<file path="src/rtl/led_source_arbiter_if.sv">
// rtl/led_source_arbiter_if.sv - request/pattern bundle and LED bank outputs of the arbiter
interface led_source_arbiter_if;
  logic [3:0]  req_i;
  logic [63:0] pattern_i;
  logic [15:0] led_out;
  logic [3:0]  grant_o;
  logic        active_o;
  logic [15:0] switch_count_o;

  modport master (
    output req_i, pattern_i,
    input  led_out, grant_o, active_o, switch_count_o
  );

  modport slave (
    input  req_i, pattern_i,
    output led_out, grant_o, active_o, switch_count_o
  );
endinterface

</file>
<file path="src/rtl/led_source_arbiter.sv">
// rtl/led_source_arbiter.sv - fixed-priority LED bank arbiter with minimum-hold timer
// Four requesters share the 16-bit LED bank; a grant is held for HOLD_CYCLES before voluntary release.
module led_source_arbiter #(
  parameter int          HOLD_CYCLES  = 2000000,
  parameter bit          PREEMPT      = 1'b1,
  parameter logic [15:0] IDLE_PATTERN = 16'h0000
) (
  input  logic             clock,
  input  logic             reset_n,
  led_source_arbiter_if.slave bus
);

  localparam int TW = (HOLD_CYCLES > 1) ? $clog2(HOLD_CYCLES) : 1;
  localparam logic [TW-1:0] RELOAD = TW'(HOLD_CYCLES - 1);

  typedef enum logic [1:0] {
    IDLE = 2'd0,
    HOLD = 2'd1,
    OWN  = 2'd2
  } state_t;

  state_t        state, state_n;
  logic [1:0]    owner, owner_n;
  logic [3:0]    grant, grant_n;
  logic [15:0]   led, led_n;
  logic          active, active_n;
  logic [TW-1:0] timer, timer_n;
  logic [15:0]   count, count_n;

  logic [1:0]    top;
  logic          any_req;

  // Highest asserted request wins; later iterations overwrite lower indices.
  always_comb begin
    top = 2'd0;
    for (int i = 0; i < 4; i++) begin
      if (bus.req_i[i]) top = 2'(i);
    end
    any_req = |bus.req_i;
  end

  always_comb begin
    state_n = state;
    owner_n = owner;
    grant_n = grant;
    timer_n = (timer != '0) ? timer - TW'(1) : '0;

    case (state)
      IDLE: begin
        if (any_req) begin
          state_n = HOLD;
          owner_n = top;
          grant_n = 4'b0001 << top;
          timer_n = RELOAD;
        end
      end
      HOLD: begin
        // Preemption wins over expiry landing in the same cycle.
        if (PREEMPT && any_req && (top > owner)) begin
          owner_n = top;
          grant_n = 4'b0001 << top;
          timer_n = RELOAD;
        end else if (timer == '0) begin
          state_n = OWN;
        end
      end
      OWN: begin
        if (!any_req) begin
          state_n = IDLE;
          grant_n = 4'b0000;
        end else if (top != owner) begin
          state_n = HOLD;
          owner_n = top;
          grant_n = 4'b0001 << top;
          timer_n = RELOAD;
        end
      end
      default: begin
        state_n = IDLE;
        grant_n = 4'b0000;
        timer_n = '0;
      end
    endcase

    led_n    = (state_n == IDLE) ? IDLE_PATTERN : bus.pattern_i[{owner_n, 4'b0000} +: 16];
    active_n = |grant_n;
    count_n  = ((grant_n != grant) && (count != 16'hFFFF)) ? count + 16'd1 : count;
  end

  always_ff @(posedge clock or negedge reset_n) begin
    if (!reset_n) begin
      state  <= IDLE;
      owner  <= 2'd0;
      grant  <= 4'b0000;
      led    <= IDLE_PATTERN;
      active <= 1'b0;
      timer  <= '0;
      count  <= 16'd0;
    end else begin
      state  <= state_n;
      owner  <= owner_n;
      grant  <= grant_n;
      led    <= led_n;
      active <= active_n;
      timer  <= timer_n;
      count  <= count_n;
    end
  end

  assign bus.led_out        = led;
  assign bus.grant_o        = grant;
  assign bus.active_o       = active;
  assign bus.switch_count_o = count;

endmodule

</file>
<file path="src/flat_wrapper.sv">
// flat-port wrapper written by rule: the top's interface ports become plain ports
module led_source_arbiter_flat 
#(
  parameter int          HOLD_CYCLES  = 2000000,
  parameter bit          PREEMPT      = 1'b1,
  parameter logic [15:0] IDLE_PATTERN = 16'h0000
)
  (clock, reset_n, bus_req_i, bus_pattern_i, bus_led_out, bus_grant_o, bus_active_o, bus_switch_count_o);
  led_source_arbiter_if bus_i ();
  input  logic clock;
  input  logic reset_n;
  input wire logic [$bits(bus_i.req_i)-1:0] bus_req_i;
  input wire logic [$bits(bus_i.pattern_i)-1:0] bus_pattern_i;
  output wire logic [$bits(bus_i.led_out)-1:0] bus_led_out;
  output wire logic [$bits(bus_i.grant_o)-1:0] bus_grant_o;
  output wire logic [$bits(bus_i.active_o)-1:0] bus_active_o;
  output wire logic [$bits(bus_i.switch_count_o)-1:0] bus_switch_count_o;
  assign bus_i.req_i = bus_req_i;
  assign bus_i.pattern_i = bus_pattern_i;
  assign bus_led_out = bus_i.led_out;
  assign bus_grant_o = bus_i.grant_o;
  assign bus_active_o = bus_i.active_o;
  assign bus_switch_count_o = bus_i.switch_count_o;
  led_source_arbiter #(.HOLD_CYCLES(HOLD_CYCLES), .PREEMPT(PREEMPT), .IDLE_PATTERN(IDLE_PATTERN)) u_core (.clock(clock), .reset_n(reset_n), .bus(bus_i));
endmodule
</file>
<file path="config.mk">
export PLATFORM = sky130hd
export DESIGN_NAME = led_source_arbiter_flat
export DESIGN_NICKNAME = d
export VERILOG_FILES = /design/src/rtl/led_source_arbiter_if.sv /design/src/rtl/led_source_arbiter.sv /design/src/flat_wrapper.sv
export SDC_FILE = /design/constraint.sdc
export NUM_CORES = 1
export LEC_CHECK = 0
export CAP_MARGIN = 20
export CORE_MARGIN = 3
export CORE_UTILIZATION = 25
export DETAILED_ROUTE_END_ITERATION = 16
export GPL_ROUTABILITY_DRIVEN = 0
export GPL_TIMING_DRIVEN = 0
export HOLD_SLACK_MARGIN = 0.06
export REMOVE_ABC_BUFFERS = 1
export SLEW_MARGIN = 10
export SYNTH_ARGS = -nofsm -noshare
export SYNTH_HDL_FRONTEND = slang
export SYNTH_SLANG_ARGS = --single-unit
</file>
<file path="constraint.sdc">
create_clock -name clock -period 3.1 [get_ports clock]
set_clock_uncertainty 0.05 [all_clocks]
set_input_delay 0.775 -clock clock [delete_from_list [all_inputs] [get_ports clock]]
set_output_delay 0.775 -clock clock [all_outputs]
set_load 0.005 [all_outputs]
</file>
# Yosys cells after proc, flatten, opt, wreduce, memory -nomap -nowiden
# Cells that the tools add are included.
[word_totals] register_bits=62 in_bits=70 output_inout_bits=37 elab_cells=51
[op_classes] addsub=2 magnitude_cmp=1 eq_ne=5 shift=2 n_mux=26 n_reduce_logical=8
[ops] cell="21-bit 2-to-1 mux" count=5
[ops] cell="64-bit by 7-bit indexed part select with 16-bit output" count=1
[ops] cell="21-bit one-hot mux with 3 select lines" count=1
[ops] cell="2-bit 2-to-1 mux" count=11
[ops] cell="21-bit logical NOT" count=1
[ops] cell="21-bit nonzero test" count=1
[ops] cell="21-bit by 1-bit subtractor with 21-bit output, second input constant" count=1
[ops] cell="16-bit by 1-bit adder with 16-bit output, second input constant" count=1
[ops] cell="16-bit 2-to-1 mux" count=1
[ops] cell="4-bit 2-to-1 mux" count=4
[ops] cell="16-bit inequality test, second input constant" count=1
[ops] cell="2-bit one-hot mux with 3 select lines" count=2
[ops] cell="4-bit one-hot mux with 3 select lines" count=1
[ops] cell="4-bit OR reduction" count=2
[ops] cell="2-bit logical NOT" count=2
[ops] cell="4-bit inequality test" count=1
[ops] cell="1-bit by 2-bit << shifter with 4-bit output, first input constant" count=1
[ops] cell="2-bit by 1-bit == test with 1-bit output, second input constant" count=1
[ops] cell="2-bit == test, second input constant" count=1
[ops] cell="2-bit > comparator" count=1
[ops] cell="1-bit logical AND" count=2
[ops] cell="2-bit inequality test" count=1
[ops] cell="1-bit 2-to-1 mux" count=1

# Depth between registers and ports, before layout
[depth] word_depth=9 ltp_mapped=12 mapped_depth_nobuf=11

# Least setup slack after synthesis
# No wires, ideal clock.
[synth_timing] path_type="input to register" from="input bus_req_i[3]" to="register u_core.led[10], in the netlist u_core.bus.led_out[10]" setup_time_ps=132 arrival_time_ps=3611 required_time_ps=2918 setup_slack_ps=-694 stages=11 n_path_buf=1 path_cell_list="nor2_1 inv_1 ha_1 and2_1 a211oi_1 nand2b_1 nand2_1 a21oi_2 buf_4 mux4_2 nor2b_1"
[synth_via] elab_chain_cells=7 word_cells_on_any_way=18 classes_between="order compare: 1; eq/ne: 1; shift: 1; mux: 12; reduce/logical: 3"
[synth_lines] element="from (decl)" line="flat_wrapper.sv:12" source="input wire logic [$bits(bus_i.req_i)-1:0] bus_req_i;"
[synth_lines] element="2-bit 2-to-1 mux" line="led_source_arbiter.sv:37" source="if (bus.req_i[i]) top = 2'(i);"
[synth_lines] element="2-bit > comparator or 2-bit inequality test (tied branches)" line="led_source_arbiter.sv:59, led_source_arbiter.sv:71"
[synth_lines] element="1-bit logical AND or 2-bit 2-to-1 mux (tied branches)" line="led_source_arbiter.sv:59, led_source_arbiter.sv:71"
[synth_lines] element="2-bit 2-to-1 mux, on equally long branches" line="led_source_arbiter.sv:59, led_source_arbiter.sv:68"
[synth_lines] element="2-bit one-hot mux with 3 select lines" line="led_source_arbiter.sv:48" source="case (state)"
[synth_lines] element="64-bit by 7-bit indexed part select with 16-bit output or 2-bit logical NOT (tied branches)" line="led_source_arbiter.sv:85" source="led_n = (state_n == IDLE) ? IDLE_PATTERN : bus.pattern_i[{owner_n, 4'b0000} +: 16];"
[synth_lines] element="16-bit 2-to-1 mux *" line="led_source_arbiter.sv:85"
[synth_lines] element="via u_core.led_n[10]" line="led_source_arbiter.sv:25" source="logic [15:0] led, led_n;"
[synth_lines] element="to (signal assigned)" line="led_source_arbiter.sv:103" source="led <= led_n;"
[synth_lines] element="to (decl)" line="led_source_arbiter.sv:25"
# The timed path passes the listed nets; every way through them passes the cells marked *.
# A chain may end at the register's enable or synchronous reset.

# Final worst setup path
[layout_timing] from="input bus_req_i[3]" to="register u_core.count[1], in the netlist u_core.bus.switch_count_o[1]"
[layout_via] elab_chain_cells=7 word_cells_on_any_way=13 classes_between="order compare: 1; eq/ne: 2; shift: 1; mux: 6; reduce/logical: 3"
[layout_lines] element="2-bit 2-to-1 mux" line="led_source_arbiter.sv:37"
[layout_lines] element="2-bit > comparator, or another cell as far along" line="led_source_arbiter.sv:59" source="if (PREEMPT && any_req && (top > owner)) begin"
[layout_lines] element="1-bit logical AND or 4-bit 2-to-1 mux (tied branches)" line="led_source_arbiter.sv:59, led_source_arbiter.sv:71"
[layout_lines] element="4-bit 2-to-1 mux, on equally long branches" line="led_source_arbiter.sv:59, led_source_arbiter.sv:68"
[layout_lines] element="4-bit one-hot mux with 3 select lines *" line="led_source_arbiter.sv:48"
[layout_lines] element="4-bit inequality test *" line="led_source_arbiter.sv:87" source="count_n = ((grant_n != grant) && (count != 16'hFFFF)) ? count + 16'd1 : count;"
[layout_lines] element="1-bit logical AND *" line="led_source_arbiter.sv:87"
[layout_lines] element="to (signal assigned)" line="led_source_arbiter.sv:106" source="count <= count_n;"
[layout_lines] element="to (decl)" line="led_source_arbiter.sv:28" source="logic [15:0] count, count_n;"
# Mark *: on every way between the ends. The rest lies on a longest branch, timed or not.

==> flow_metrics.env <==
export IMPL_place_area_sq_um=4580
export IMPL_clockBufferDepth=2
export IMPL_critPathTopFamily="compound AO/OA/AOI/OAI gates"
export IMPL_viasPerCell=4.63
export IMPL_maxSlewHeadroom_pct=45.5
export IMPL_start_kind="primary input"
export IMPL_synth_seq_area_share_pct=46.5
export IMPL_syn_cell_area_sq_um=3330
export IMPL_syn2layout_area_growth_pct=59.1
export IMPL_clkSinkCount=62
export IMPL_critical_path_class="primary input to flip-flop"
export IMPL_min_path_type="flip-flop to flip-flop"
export IMPL_die_area_sq_um=14800
export IMPL_wire_per_inst_microns=14.8
export IMPL_portBuffers=106
export IMPL_drv_slew=0
export IMPL_core_sq_um=12800
export IMPL_peakVddDrop_mv=0.372
export IMPL_finalSetupTns_ns=-0.541
export IMPL_cp_buffers_inverters=4
export IMPL_syn_area_per_cell_sq_um=11.2
export IMPL_status="complete, but fails checks"
export IMPL_cts_inserted_buffers=9
export IMPL_netlist_top_cells_area="dfrtp_1 (47%), mux4_2 (11%), xnor2_1 (5.8%)"
export IMPL_hold_buffers=0
export IMPL_synthDistinctLibCells=54
export IMPL_worstPathCellList="buf_12, nor2_4, inv_2, ha_4, and2_4, a211oi_4, a211o_4, a2111oi_4, nor4b_4, buf_4, a21oi_4, buf_12, mux2_4"
export IMPL_ys_async_sr_fraction_pct=100
export IMPL_antenna_found_initial=0
export IMPL_grt_max_degree=63
export IMPL_synth_edff_count=0
export IMPL_dpl_worst_slack_ns=-1.68
export IMPL_cp_max_fo=7
export IMPL_yosysTopAreaCellShare_pct=46.5
export IMPL_critPathCaptureType="flip-flop"
export IMPL_antenna_cells=0
export IMPL_route_detailed_drc=0
export IMPL_final_area_sq_um=5310
export IMPL_antenna_left=0
export IMPL_fillers=1245
export IMPL_period_share_pct=103
export IMPL_clock_latency_ns=0.32
export IMPL_violations="setup timing"
export IMPL_worst_pin_slew_ns=0.817
export IMPL_overflow=0
export IMPL_drt_iter0_markers=119
export IMPL_final_core_util_pct=41.4
export IMPL_fin_crit_ns=3.19
export IMPL_final_cells=608
export IMPL_wl_microns=9000
export IMPL_core_rowCount=41
export IMPL_grt_pass1_wl_microns=13900
export IMPL_p_per_area_nw_per_um2=878
export IMPL_drv_cap=0
export IMPL_cts_root_buf="clkbuf_16"
export IMPL_dp_hpwl_microns=6200
export IMPL_ys_flop_type="dfrtp_1"
export IMPL_clk_pin_slew_ns=0.05
export IMPL_synth_warnings=0
export IMPL_dp_cells=568
export IMPL_vias=2816
export IMPL_die_w_microns=121
export IMPL_setup_violations=12
export IMPL_cellLeakagePower_uw=0.00209
export IMPL_yosysMostFrequentCell="dfrtp_1"
export IMPL_rsz0062_at_grt="yes"
export IMPL_io_pins=107
export IMPL_ys_seq_elements=62
export IMPL_start_util_pct=26.0
export IMPL_grtUsageTotal_pct=11.9
export IMPL_arrival_ns=3.35
export IMPL_cpMaxStageDelayCell="a2111oi_4"
export IMPL_crit_top_cell="buf_12"
export IMPL_worst_path_largest_cell_delay_ns=0.41
export IMPL_htree_levels=3
export IMPL_synth_top_cells_by_count="dfrtp_1 (62), nor2_1 (26), xnor2_1 (22)"
export IMPL_synth_cells=299
export IMPL_fmax_ghz=0.313
export IMPL_die_y_microns=121
export IMPL_drive_gt1_share_pct=24.3
export IMPL_hold_viol_final=0
export IMPL_multi_input_area_sq_um=1920
export IMPL_worst_slack_ns=-0.0924
export IMPL_cts_tree="done"
export IMPL_dr_pass1_iters=4
export IMPL_ff_latch_area_sq_um=1550
export IMPL_required_ns=3.26
export IMPL_final_nets=505
export IMPL_synth_top_area_cell="dfrtp_1"
export IMPL_grt_pass1_vias=2880
## placed cells by master, fill, tap and decap left out, drive strengths merged, types with 3 or more instances in the layout
master	count
clkdlybuf4s50	101
dfrtp	62
buf	29
nor2	26
xnor2	23
nor2b	18
o21ai	18
nand2	18
mux4	16
inv	13
clkbuf	11
a21oi	11
nand3	9
nor3	8
nand2b	8
xor2	7
clkinv	6
nand4	4
ha	4
nor4	4
a32o	3
or3	3
or4	3
## metal layers
| metal | routed length (microns) | track usage [%] | share of wire (%) | up-vias |
|---|---|---|---|---|
| met4 | 127 | 3.99 | 1.4 | 0 |
| met3 | 887 | 5.41 | 9.9 | 12 |
| met2 | 4510 | 19.5 | 50 | 105 |
| met1 | 3470 | 13.7 | 39 | 1365 |
| met5 | 0 | 0 | 0 | - |
| li1 | - | - | - | 1334 |
## kinds of logic after synthesis
logic type	count (synthesis)	share of synthesized area, %
AOI/OAI and AO/OA	46	9.79
xor gates and xnor gates	30	8.11
adders and majority gates	4	1.50
buffers and inverters	24	3.34
DFF	62	46.5
muxes	19	11.8
and+or+nand+nor	114	18.9
## flip-flops by register name (all words and copies together), names as in the netlist
signal / cells
u_core.bus.active_o: 1
u_core.bus.grant_o: 4
u_core.bus.led_out: 16
u_core.bus.switch_count_o: 16
u_core.owner: 2
u_core.state: 2
u_core.timer: 21
## worst paths after layout
check | from | end | slack, ns | cells past startpoint
worst max register to register | u_core.owner[0] | u_core.bus.switch_count_o[1] | 0.23 | 10
max in group asynchronous | reset_n | u_core.bus.led_out[0] | 1.97 | 1
worst min register to register | u_core.bus.switch_count_o[8] | u_core.bus.switch_count_o[8] | 0.45 | 1
worst min-delay path | u_core.bus.switch_count_o[8] | u_core.bus.switch_count_o[8] | 0.45 | 1
worst max-delay path | bus_req_i[3] | u_core.bus.switch_count_o[1] | -0.09 | 13
min in group asynchronous | reset_n | u_core.timer[0] | 0.49 | 1
## worst reg2reg max path: cells and delay by family (launching register included)
family                   cells  cell delay, ns
AND/OR/NAND/NOR              2            0.29
AO/OA/AOI/OAI                4            1.07
flip-flops                   1            0.42
multiplexers                 1            0.30
buffers and inverters        2            0.31
adder cells (fa/ha/maj)      1            0.32
## power breakdown
part,switching (uW),leakage (uW),internal [uW]
registers,147,0.000731,1030
clock network,360,0.000135,534
logic,1070,0.00123,1510
## what timing repair did
| action | CTS | global route |
|---|---|---|
| setup endpoints to repair | 58 | 39 |
| pin swaps | 11 | 14 |
| gates resized for setup | 29 | 44 |
| gates cloned | 1 | 0 |
| buffers inserted | 12 | 11 |
## metrics by stage
stage / total power [uW] / hold slack (ns)
floorplan: 2340 / 0.429
detailed placement: 3120 / 0.444
global route: 4960 / 0.491
CTS: 4480 / 0.456
global placement: 3060 / 0.433
finish: 4660 / 0.452
## area by class of cell
type                       instances  share of cell area [%]
timing repair buffer             132                    24.6
tap                              172                    4.06
clock buffer                       9                    4.25
sequential                        62                    29.2
multi-input combinational        213                    36.1
clock inverter                     7                   0.778
inverter                          13                   0.920
Note: power is estimated with default switching activity, not from simulation.
